**config.mk**
```make
export PLATFORM = sky130hd
export DESIGN_NAME = key_load_sequencer
export DESIGN_NICKNAME = d
export VERILOG_FILES = /design/src/rtl/key_load_sequencer.sv
export SDC_FILE = /design/constraint.sdc
export NUM_CORES = 1
export LEC_CHECK = 0
export CAP_MARGIN = 20
export CORE_MARGIN = 5
export CORE_UTILIZATION = 57
export CTS_CLUSTER_SIZE = 20
export DETAILED_ROUTE_END_ITERATION = 8
export PLACE_DENSITY = 0.8
export SLEW_MARGIN = 20
export SYNTH_ARGS = -nofsm -noshare
export SYNTH_HDL_FRONTEND = slang
export SYNTH_SLANG_ARGS = --single-unit
```
**constraint.sdc**
```tcl
create_clock -name clk -period 2.4 [get_ports clk]
set_input_delay 0.24 -clock clk [delete_from_list [all_inputs] [get_ports clk]]
set_output_delay 0.24 -clock clk [all_outputs]
set_load 0.1 [all_outputs]
```
**src/rtl/key_load_sequencer.sv**
```systemverilog
// Key load sequencer for a logic-locked controller FSM.
// Fetches the key serially (LSB first plus one even-parity bit) over a
// valid/ready handshake. A checked key is presented on key_out, and the
// locked FSM is held in reset until the release delay has elapsed.
module key_load_sequencer #(
    parameter int KEY_W       = 8,
    parameter int RELEASE_CYC = 4,
    parameter int TIMEOUT     = 255
) (
    input  logic             clk,
    input  logic             rst,
    input  logic             start,
    input  logic             rekey,
    input  logic             key_bit_valid,
    input  logic             key_bit,
    output logic             key_bit_ready,
    output logic [KEY_W-1:0] key_out,
    output logic             key_out_valid,
    output logic             fsm_rst,
    output logic             busy,
    output logic             err
);

    localparam int CW = $clog2(KEY_W + 1);
    localparam int TW = $clog2(TIMEOUT + 1);
    localparam int RW = $clog2(RELEASE_CYC + 1);

    typedef enum logic [2:0] {
        S_IDLE,
        S_LOAD,
        S_CHECK,
        S_RELEASE,
        S_RUN,
        S_ERROR
    } state_t;

    state_t           state_reg, state_next;
    logic [KEY_W-1:0] shreg_reg, shreg_next;
    logic             par_reg, par_next;
    logic [CW-1:0]    cnt_reg, cnt_next;
    logic [TW-1:0]    stall_reg, stall_next;
    logic [RW-1:0]    rel_reg, rel_next;
    logic [KEY_W-1:0] key_out_reg, key_out_next;
    logic             key_valid_reg, key_valid_next;
    logic             fsm_rst_reg, fsm_rst_next;
    logic             ready_reg, ready_next;
    logic             busy_reg, busy_next;
    logic             err_reg, err_next;
    logic             xfer;

    // ready is a registered copy of (state == LOAD), so this is a real handshake
    assign xfer = key_bit_valid && ready_reg;

    // State and output registers; reset discards any partial key immediately
    always_ff @(posedge clk or posedge rst) begin
        if (rst) begin
            state_reg     <= S_IDLE;
            shreg_reg     <= '0;
            par_reg       <= 1'b0;
            cnt_reg       <= '0;
            stall_reg     <= '0;
            rel_reg       <= '0;
            key_out_reg   <= '0;
            key_valid_reg <= 1'b0;
            fsm_rst_reg   <= 1'b1;
            ready_reg     <= 1'b0;
            busy_reg      <= 1'b0;
            err_reg       <= 1'b0;
        end else begin
            state_reg     <= state_next;
            shreg_reg     <= shreg_next;
            par_reg       <= par_next;
            cnt_reg       <= cnt_next;
            stall_reg     <= stall_next;
            rel_reg       <= rel_next;
            key_out_reg   <= key_out_next;
            key_valid_reg <= key_valid_next;
            fsm_rst_reg   <= fsm_rst_next;
            ready_reg     <= ready_next;
            busy_reg      <= busy_next;
            err_reg       <= err_next;
        end
    end

    // Next-state logic; registered outputs are decoded from the next state
    always_comb begin
        state_next     = state_reg;
        shreg_next     = shreg_reg;
        par_next       = par_reg;
        cnt_next       = cnt_reg;
        stall_next     = stall_reg;
        rel_next       = rel_reg;
        key_out_next   = key_out_reg;
        key_valid_next = key_valid_reg;

        case (state_reg)
            S_IDLE: begin
                if (start) begin
                    state_next = S_LOAD;
                    shreg_next = '0;
                    cnt_next   = '0;
                    stall_next = '0;
                end
            end
            S_LOAD: begin
                if (xfer) begin
                    stall_next = '0;
                    if (cnt_reg == CW'(KEY_W)) begin
                        par_next   = key_bit;
                        state_next = S_CHECK;
                    end else begin
                        // Loop-based bit select keeps the index width independent of KEY_W
                        for (int i = 0; i < KEY_W; i++) begin
                            if (cnt_reg == CW'(i)) begin
                                shreg_next[i] = key_bit;
                            end
                        end
                        cnt_next = cnt_reg + CW'(1);
                    end
                end else if (stall_reg == TW'(TIMEOUT - 1)) begin
                    state_next = S_ERROR;
                end else begin
                    stall_next = stall_reg + TW'(1);
                end
            end
            S_CHECK: begin
                if (((^shreg_reg) ^ par_reg) == 1'b0) begin
                    key_out_next   = shreg_reg;
                    key_valid_next = 1'b1;
                    rel_next       = RW'(RELEASE_CYC);
                    state_next     = S_RELEASE;
                end else begin
                    state_next = S_ERROR;
                end
            end
            S_RELEASE: begin
                if (rel_reg == RW'(1)) begin
                    state_next = S_RUN;
                end else begin
                    rel_next = rel_reg - RW'(1);
                end
            end
            S_RUN: begin
                // rekey takes priority over start, which is ignored here anyway
                if (rekey) begin
                    state_next     = S_LOAD;
                    key_out_next   = '0;
                    key_valid_next = 1'b0;
                    shreg_next     = '0;
                    cnt_next       = '0;
                    stall_next     = '0;
                end
            end
            S_ERROR: begin
                if (start) begin
                    state_next = S_LOAD;
                    shreg_next = '0;
                    cnt_next   = '0;
                    stall_next = '0;
                end
            end
            default: state_next = S_IDLE;
        endcase

        // Entering ERROR always withdraws the key from the locked FSM
        if (state_next == S_ERROR) begin
            key_out_next   = '0;
            key_valid_next = 1'b0;
        end

        ready_next   = (state_next == S_LOAD);
        busy_next    = (state_next == S_LOAD) || (state_next == S_CHECK) ||
                       (state_next == S_RELEASE);
        err_next     = (state_next == S_ERROR);
        fsm_rst_next = (state_next != S_RUN);
    end

    assign key_bit_ready = ready_reg;
    assign key_out       = key_out_reg;
    assign key_out_valid = key_valid_reg;
    assign fsm_rst       = fsm_rst_reg;
    assign busy          = busy_reg;
    assign err           = err_reg;

endmodule

```
==> results.md, run 1 <==
* Status: complete, no violations
* Clk sinks at 40
* RSZ-0062 raised after global routing: no
* Clk buf depth at 2
* Share of cells above drive strength 1 at between 10% and 20%
* Number of global-route vias before repair at around 1500
* R2R Path Start: state_reg[0]
* Ant diodes at 0
* CTS-repair resized insts at 0
* Crit Path Max Fanout at 12
* Synthesis Warnings at 0
* Post-Layout Cell Count at between 200 and 300
* Max-slew headroom at 39.0%
* Final setup fails at 0
* Routed WL at 4.19 mm
* Skew final at about 0.011 ns
* Routed len/inst at 15.6 um
* Area Overhead vs Synth at 12.2%
* Critical Path Source Type: flip-flop
* Vias at 1617
* Post-synth top area cell: dfrtp_1
* Max-Cap Viols at 0
* Post-CTS Hold Fix Bufs at 0
* CTS H-tree lvls at 2
* First-pass GRT wire length at 6.93 mm
* Initial antenna violation count at 0
* Inserted Clock Buffers at 5
* Setup TNS at 0 ns
* Hpwl dp at 3.09 mm
* Die Span X at between 70 and 80 um
* Die H at 71.8 um
* Clock latency on the worst-skew pair at about 0.30 ns
* Total core area at 3690 um^2
* Post-Synthesis Cells at 204
* Die area at ~5200 um^2
* EDFF count, synth at 0
* Tcrit/Tclk final at 91.4%
* Post-CTS setup buffers at 0
* Synth unique cells at 51
* Area of the multi-input gates at 1080 um^2
* Iteration-0 DRC Markers at 97
* Syn avg cell area at 10.7 um^2
* CP Data Arrival Time at approximately 2.4 ns
* Hold crit path type: in -> async
* Post-layout nets at ~230
* Tmin final at 2.19 ns
* Worst Setup End Kind: flip-flop
* Syn nets at between 200 and 250
* GR Util met1 at 22.8%
* Actual slew at the worst max-slew pin at ~0.90 ns
* Boundary Pins at 19
* CP startpoint: state_reg[0]
* Final hold vios at 0
* Overflow left after global routing at 0
* Largest net degree at the start of global routing at between 40 and 50
* Gr usage total at 17.1%
* Met3 usage at 3.93%
* Fill count at 290
* Commonest non-fill, non-tap cell in the layout: dfrtp_1
* Port bufs at 18
* Most used DFF post-synth: dfrtp_1
* Placed instance count at between 200 and 300
* Starting Density at around three fifths
* Vias per std cell at 6.01
* Sequential cell area at 1000 um^2
* Slew Viols, Final at 0
* First-pass detailed-route iteration total at 4
* Most frequent cells in the layout: dfrtp_1, nand2_1, buf_4
* Num rows at 22
* Crit path required time at 2.63 ns
* FF+latch count, synth at 40
* Busiest layer in global routing: met2
* Post-synth top area share at around 45%
* GR Layer Usage met2 at between 20% and 30%
* Routed Antenna Nets at 0
* Netlist Area Pre-Place at 2180 um^2
* Clock-pin slew on the worst setup and hold paths at 0.08 ns
* Post-synthesis sequential area ratio at 46.0%
* CTS tree: built
* Crit Path Category: reg -> reg
* Fmax at between 400 and 500 MHz
* Post-synthesis async set-or-reset flop share at 100%
* CTS Root Cell: clkbuf_8
* DRC at 0
* Area contributors post-synth: dfrtp_1, ha_1, a22o_1, mux2_2, nand2_1
* RD Place Congestion at roughly 0.84
[path summary, 6_finish.rpt]
check / cells after the start / slack (ns) / to
setup / recovery: 5 / 0.21 / stall_reg[5]
hold / removal: 3 / 0.37 / par_reg
setup reg to reg: 5 / 0.21 / stall_reg[5]
hold reg to reg: 1 / 0.51 / key_out[1]
max in group asynchronous: 3 / 1.68 / fsm_rst
min in group clk: 1 / 0.51 / key_out[1]
[logic make-up after synthesis]
group	after synthesis	synth area share (%)
xor+xnor	11	5.06
flops	40	46.0
fa+ha+maj	8	4.60
compound gates	46	16.5
mux	9	4.48
buf+inv	18	4.14
simple gates	72	19.2
[area by class of cell]
class	instances	area share (%)
Tap cell	48	2.46
Timing Repair Buffer	19	6.35
Multi-Input combinational cell	146	44.4
Sequential cell	40	41.0
Clock buffer	5	2.82
Inverter	8	1.23
Clock inverter	3	1.74
[metrics by stage]
stage | cell area, um^2 | worst slack (ns) | hold slack, ns | util [%]
floorplan | 2180 | 0.319 | 0.392 | -
global placement | 2330 | 0.223 | 0.465 | 63.2
detailed placement | 2330 | 0.177 | 0.481 | 63.2
CTS | 2440 | 0.234 | 0.381 | 66.2
global route | 2440 | 0.0400 | 0.417 | 66.2
finish | 2440 | 0.205 | 0.366 | 66.2
[routing by layer]
| layer | wire [um] | share of wire (%) |
|---|---|---|
| met3 | 185 | 4.4 |
| met1 | 1900 | 45 |
| met4 | 104 | 2.5 |
| met5 | 0 | 0 |
| met2 | 2000 | 48 |
[cell usage after synthesis (all sizes together) (4+ instances only)]
cell type  number
mux2            6
xor2            4
a21oi           9
nor2            9
xnor2           6
ha              8
o21ai          11
nand3           5
inv             8
and2            4
dfrtp          39
nor2b           4
buf             7
nand2b          8
nand2          18
a22o            9
[worst max-delay path: stages (launching register included)]
cell,delay [ns]
dfrtp_1,0.56
nor3b_4,0.45
nand2_1,0.14
and2_1,0.32
or4_1,0.56
nand2_1,0.10
Power of run 1 is not shown: default switching activity piles up to over one toggle a cycle in this logic, so the estimate is an artifact.
==> run 2: changes to the inputs <==
--- a/config.mk
+++ b/config.mk
@@ -10,7 +10,7 @@
 export CORE_UTILIZATION = 57
 export CTS_CLUSTER_SIZE = 20
 export DETAILED_ROUTE_END_ITERATION = 8
-export PLACE_DENSITY = 0.8
+export PLACE_DENSITY = 0.79
 export SLEW_MARGIN = 20
 export SYNTH_ARGS = -nofsm -noshare
 export SYNTH_HDL_FRONTEND = slang
==> results.md, run 2 (synthesis gave the netlist of run 1 again) <==
* Post-layout nets at 234 (unchanged)
* Tmin final at 2.17 ns (was 2.19 ns)
* Skew final at 0.00431 ns (was 0.0105 ns)
* Number of global-route vias before repair at 1571 (was 1483)
* Final hold vios at 0 (unchanged)
* Setup TNS at 0 ns (unchanged)
* Clock-pin slew on the worst setup and hold paths at 0.08 ns (about the same)
* Port bufs at 18 (unchanged)
* Actual slew at the worst max-slew pin at 0.887 ns (was 0.904 ns)
* Routed WL at 4.35 mm (was 4.19 mm)
* CTS Root Cell: clkbuf_8 (unchanged)
* Critical path, cell by cell: nor3b_4 > nand4_1 > o21ai_2 > a31oi_4 > a22o_1 (was nor3b_4 > nand2_1 > and2_1 > or4_1 > nand2_1)
* Crit Path Category: reg -> reg (unchanged)
* Gr usage total at 18.9% (was 17.1%)
* Critical Path Max Stage Delay at 0.56 ns (about the same)
* CP Data Arrival Time at 2.35 ns (was 2.42 ns)
* Overflow left after global routing at 0 (unchanged)
* Routed Antenna Nets at 0 (unchanged)
* Commonest non-fill, non-tap cell in the layout: dfrtp_1 (unchanged)
* Clk buf depth at 2 (unchanged)
* Share of cells above drive strength 1 at 17.6% (unchanged)
* Largest net degree at the start of global routing at 41 (unchanged)
* Tcrit/Tclk final at 90.3% (was 91.4%)
* Clock latency on the worst-skew pair at 0.30 ns (about the same)
* DRC at 0 (unchanged)
* First-pass GRT wire length at 7.69 mm (was 6.93 mm)
* Worst Setup End Kind: flip-flop (unchanged)
* Slew Viols, Final at 0 (unchanged)
* Status: complete, no violations (unchanged)
* Num rows at 22 (unchanged)
* Iteration-0 DRC Markers at 124 (was 97)
* Ant diodes at 0 (unchanged)
* Clk sinks at 40 (unchanged)
* Total core area at 3690 um^2 (unchanged)
* CP delay by family, top: compound AO/OA/AOI/OAI gates (was simple AND/OR/NAND/NOR gates)
* Final setup fails at 0 (unchanged)
* Area Overhead vs Synth at 12.2% (unchanged)
* Initial antenna violation count at 0 (unchanged)
* Die H at 71.8 um (unchanged)
* Starting Density at 59.0% (unchanged)
* Vias at 1553 (was 1617)
* CTS H-tree lvls at 2 (unchanged)
* Die area at 5160 um^2 (unchanged)
* CTS-repair resized insts at 0 (unchanged)
* Max stage delay cell, worst path: dfrtp_1 (unchanged)
* Hold crit path type: in -> async (unchanged)
* Routed len/inst at 16.2 um (was 15.6 um)
* First-pass detailed-route iteration total at 4 (unchanged)
* RD Place Congestion at 0.923 (was 0.837)
* Vias per std cell at 5.77 (was 6.01)
* Boundary Pins at 19 (unchanged)
* Max-slew headroom at 40.1% (was 39.0%)
* Post-CTS setup buffers at 0 (unchanged)
* Inserted Clock Buffers at 5 (unchanged)
* CTS tree: built (unchanged)
* Critical Path Source Type: flip-flop (unchanged)
* Crit Path Max Fanout at 11 (was 12)
* Most frequent cells in the layout: dfrtp_1, nand2_1, buf_4 (unchanged)
* Crit path buf inv count at 0 (unchanged)
* RSZ-0062 raised after global routing: no (unchanged)
* Crit path required time at 2.58 ns (was 2.63 ns)
* Post-CTS Hold Fix Bufs at 0 (unchanged)
* Max-Cap Viols at 0 (unchanged)
* Fmax at 462 MHz (was 456 MHz)
* Hpwl dp at 3.13 mm (was 3.09 mm)
* Die Span X at 71.8 um (unchanged)
## run 2: path summary, 6_finish.rpt
path                                    start       endpoint  slack (ns)  depth (start not counted)
worst max-delay path             state_reg[0]     key_out[5]        0.23                          5
worst min-delay path                      rst            err        0.36                          3
worst max register to register   state_reg[0]     key_out[5]        0.23                          5
worst min register to register  key_out_valid  key_out_valid        0.50                          1
max in group asynchronous                 rst        fsm_rst        1.68                          3
min in group clk                key_out_valid  key_out_valid        0.50                          1
## run 2: worst register-to-register path, stage by stage, from the launching register on
cell and delay, ns:
dfrtp_1 0.56, nor3b_4 0.42, nand4_1 0.28, o21ai_2 0.34
a31oi_4 0.20, a22o_1 0.25
## run 2: final cells by class
cell class,count,area [um^2]
repair buffers,19,155
flip-flops and latches,40,1000
clock buffers,5,68.8
clock inverters,3,42.5
inverters,8,30.0
multi-input cells,146,1080
fillers,293,1240
well taps,48,60.1
## run 2: through the flow
| step | hold WS [ns] | cells | area, um^2 | setup slack [ns] | util [%] |
|---|---|---|---|---|---|
| finish | 0.361 | 269 | 2440 | 0.233 | 66.2 |
| floorplan | 0.392 | 204 | 2180 | 0.319 | - |
| CTS | 0.375 | 269 | 2440 | 0.226 | 66.2 |
| global route | 0.452 | 269 | 2440 | 0.0140 | 66.2 |
| global placement | 0.469 | 261 | 2330 | 0.223 | 63.2 |
| detailed placement | 0.492 | 261 | 2330 | 0.146 | 63.2 |
## run 2: layer usage
layer	wire length, um	share of wire, %	GRT usage (%)
met3	158	3.6	3.93
met4	75	1.7	5.64
met1	1920	44	24.3
met2	2200	50	31.9
met5	0	0	0
Power of run 2 is left out for the same reason.
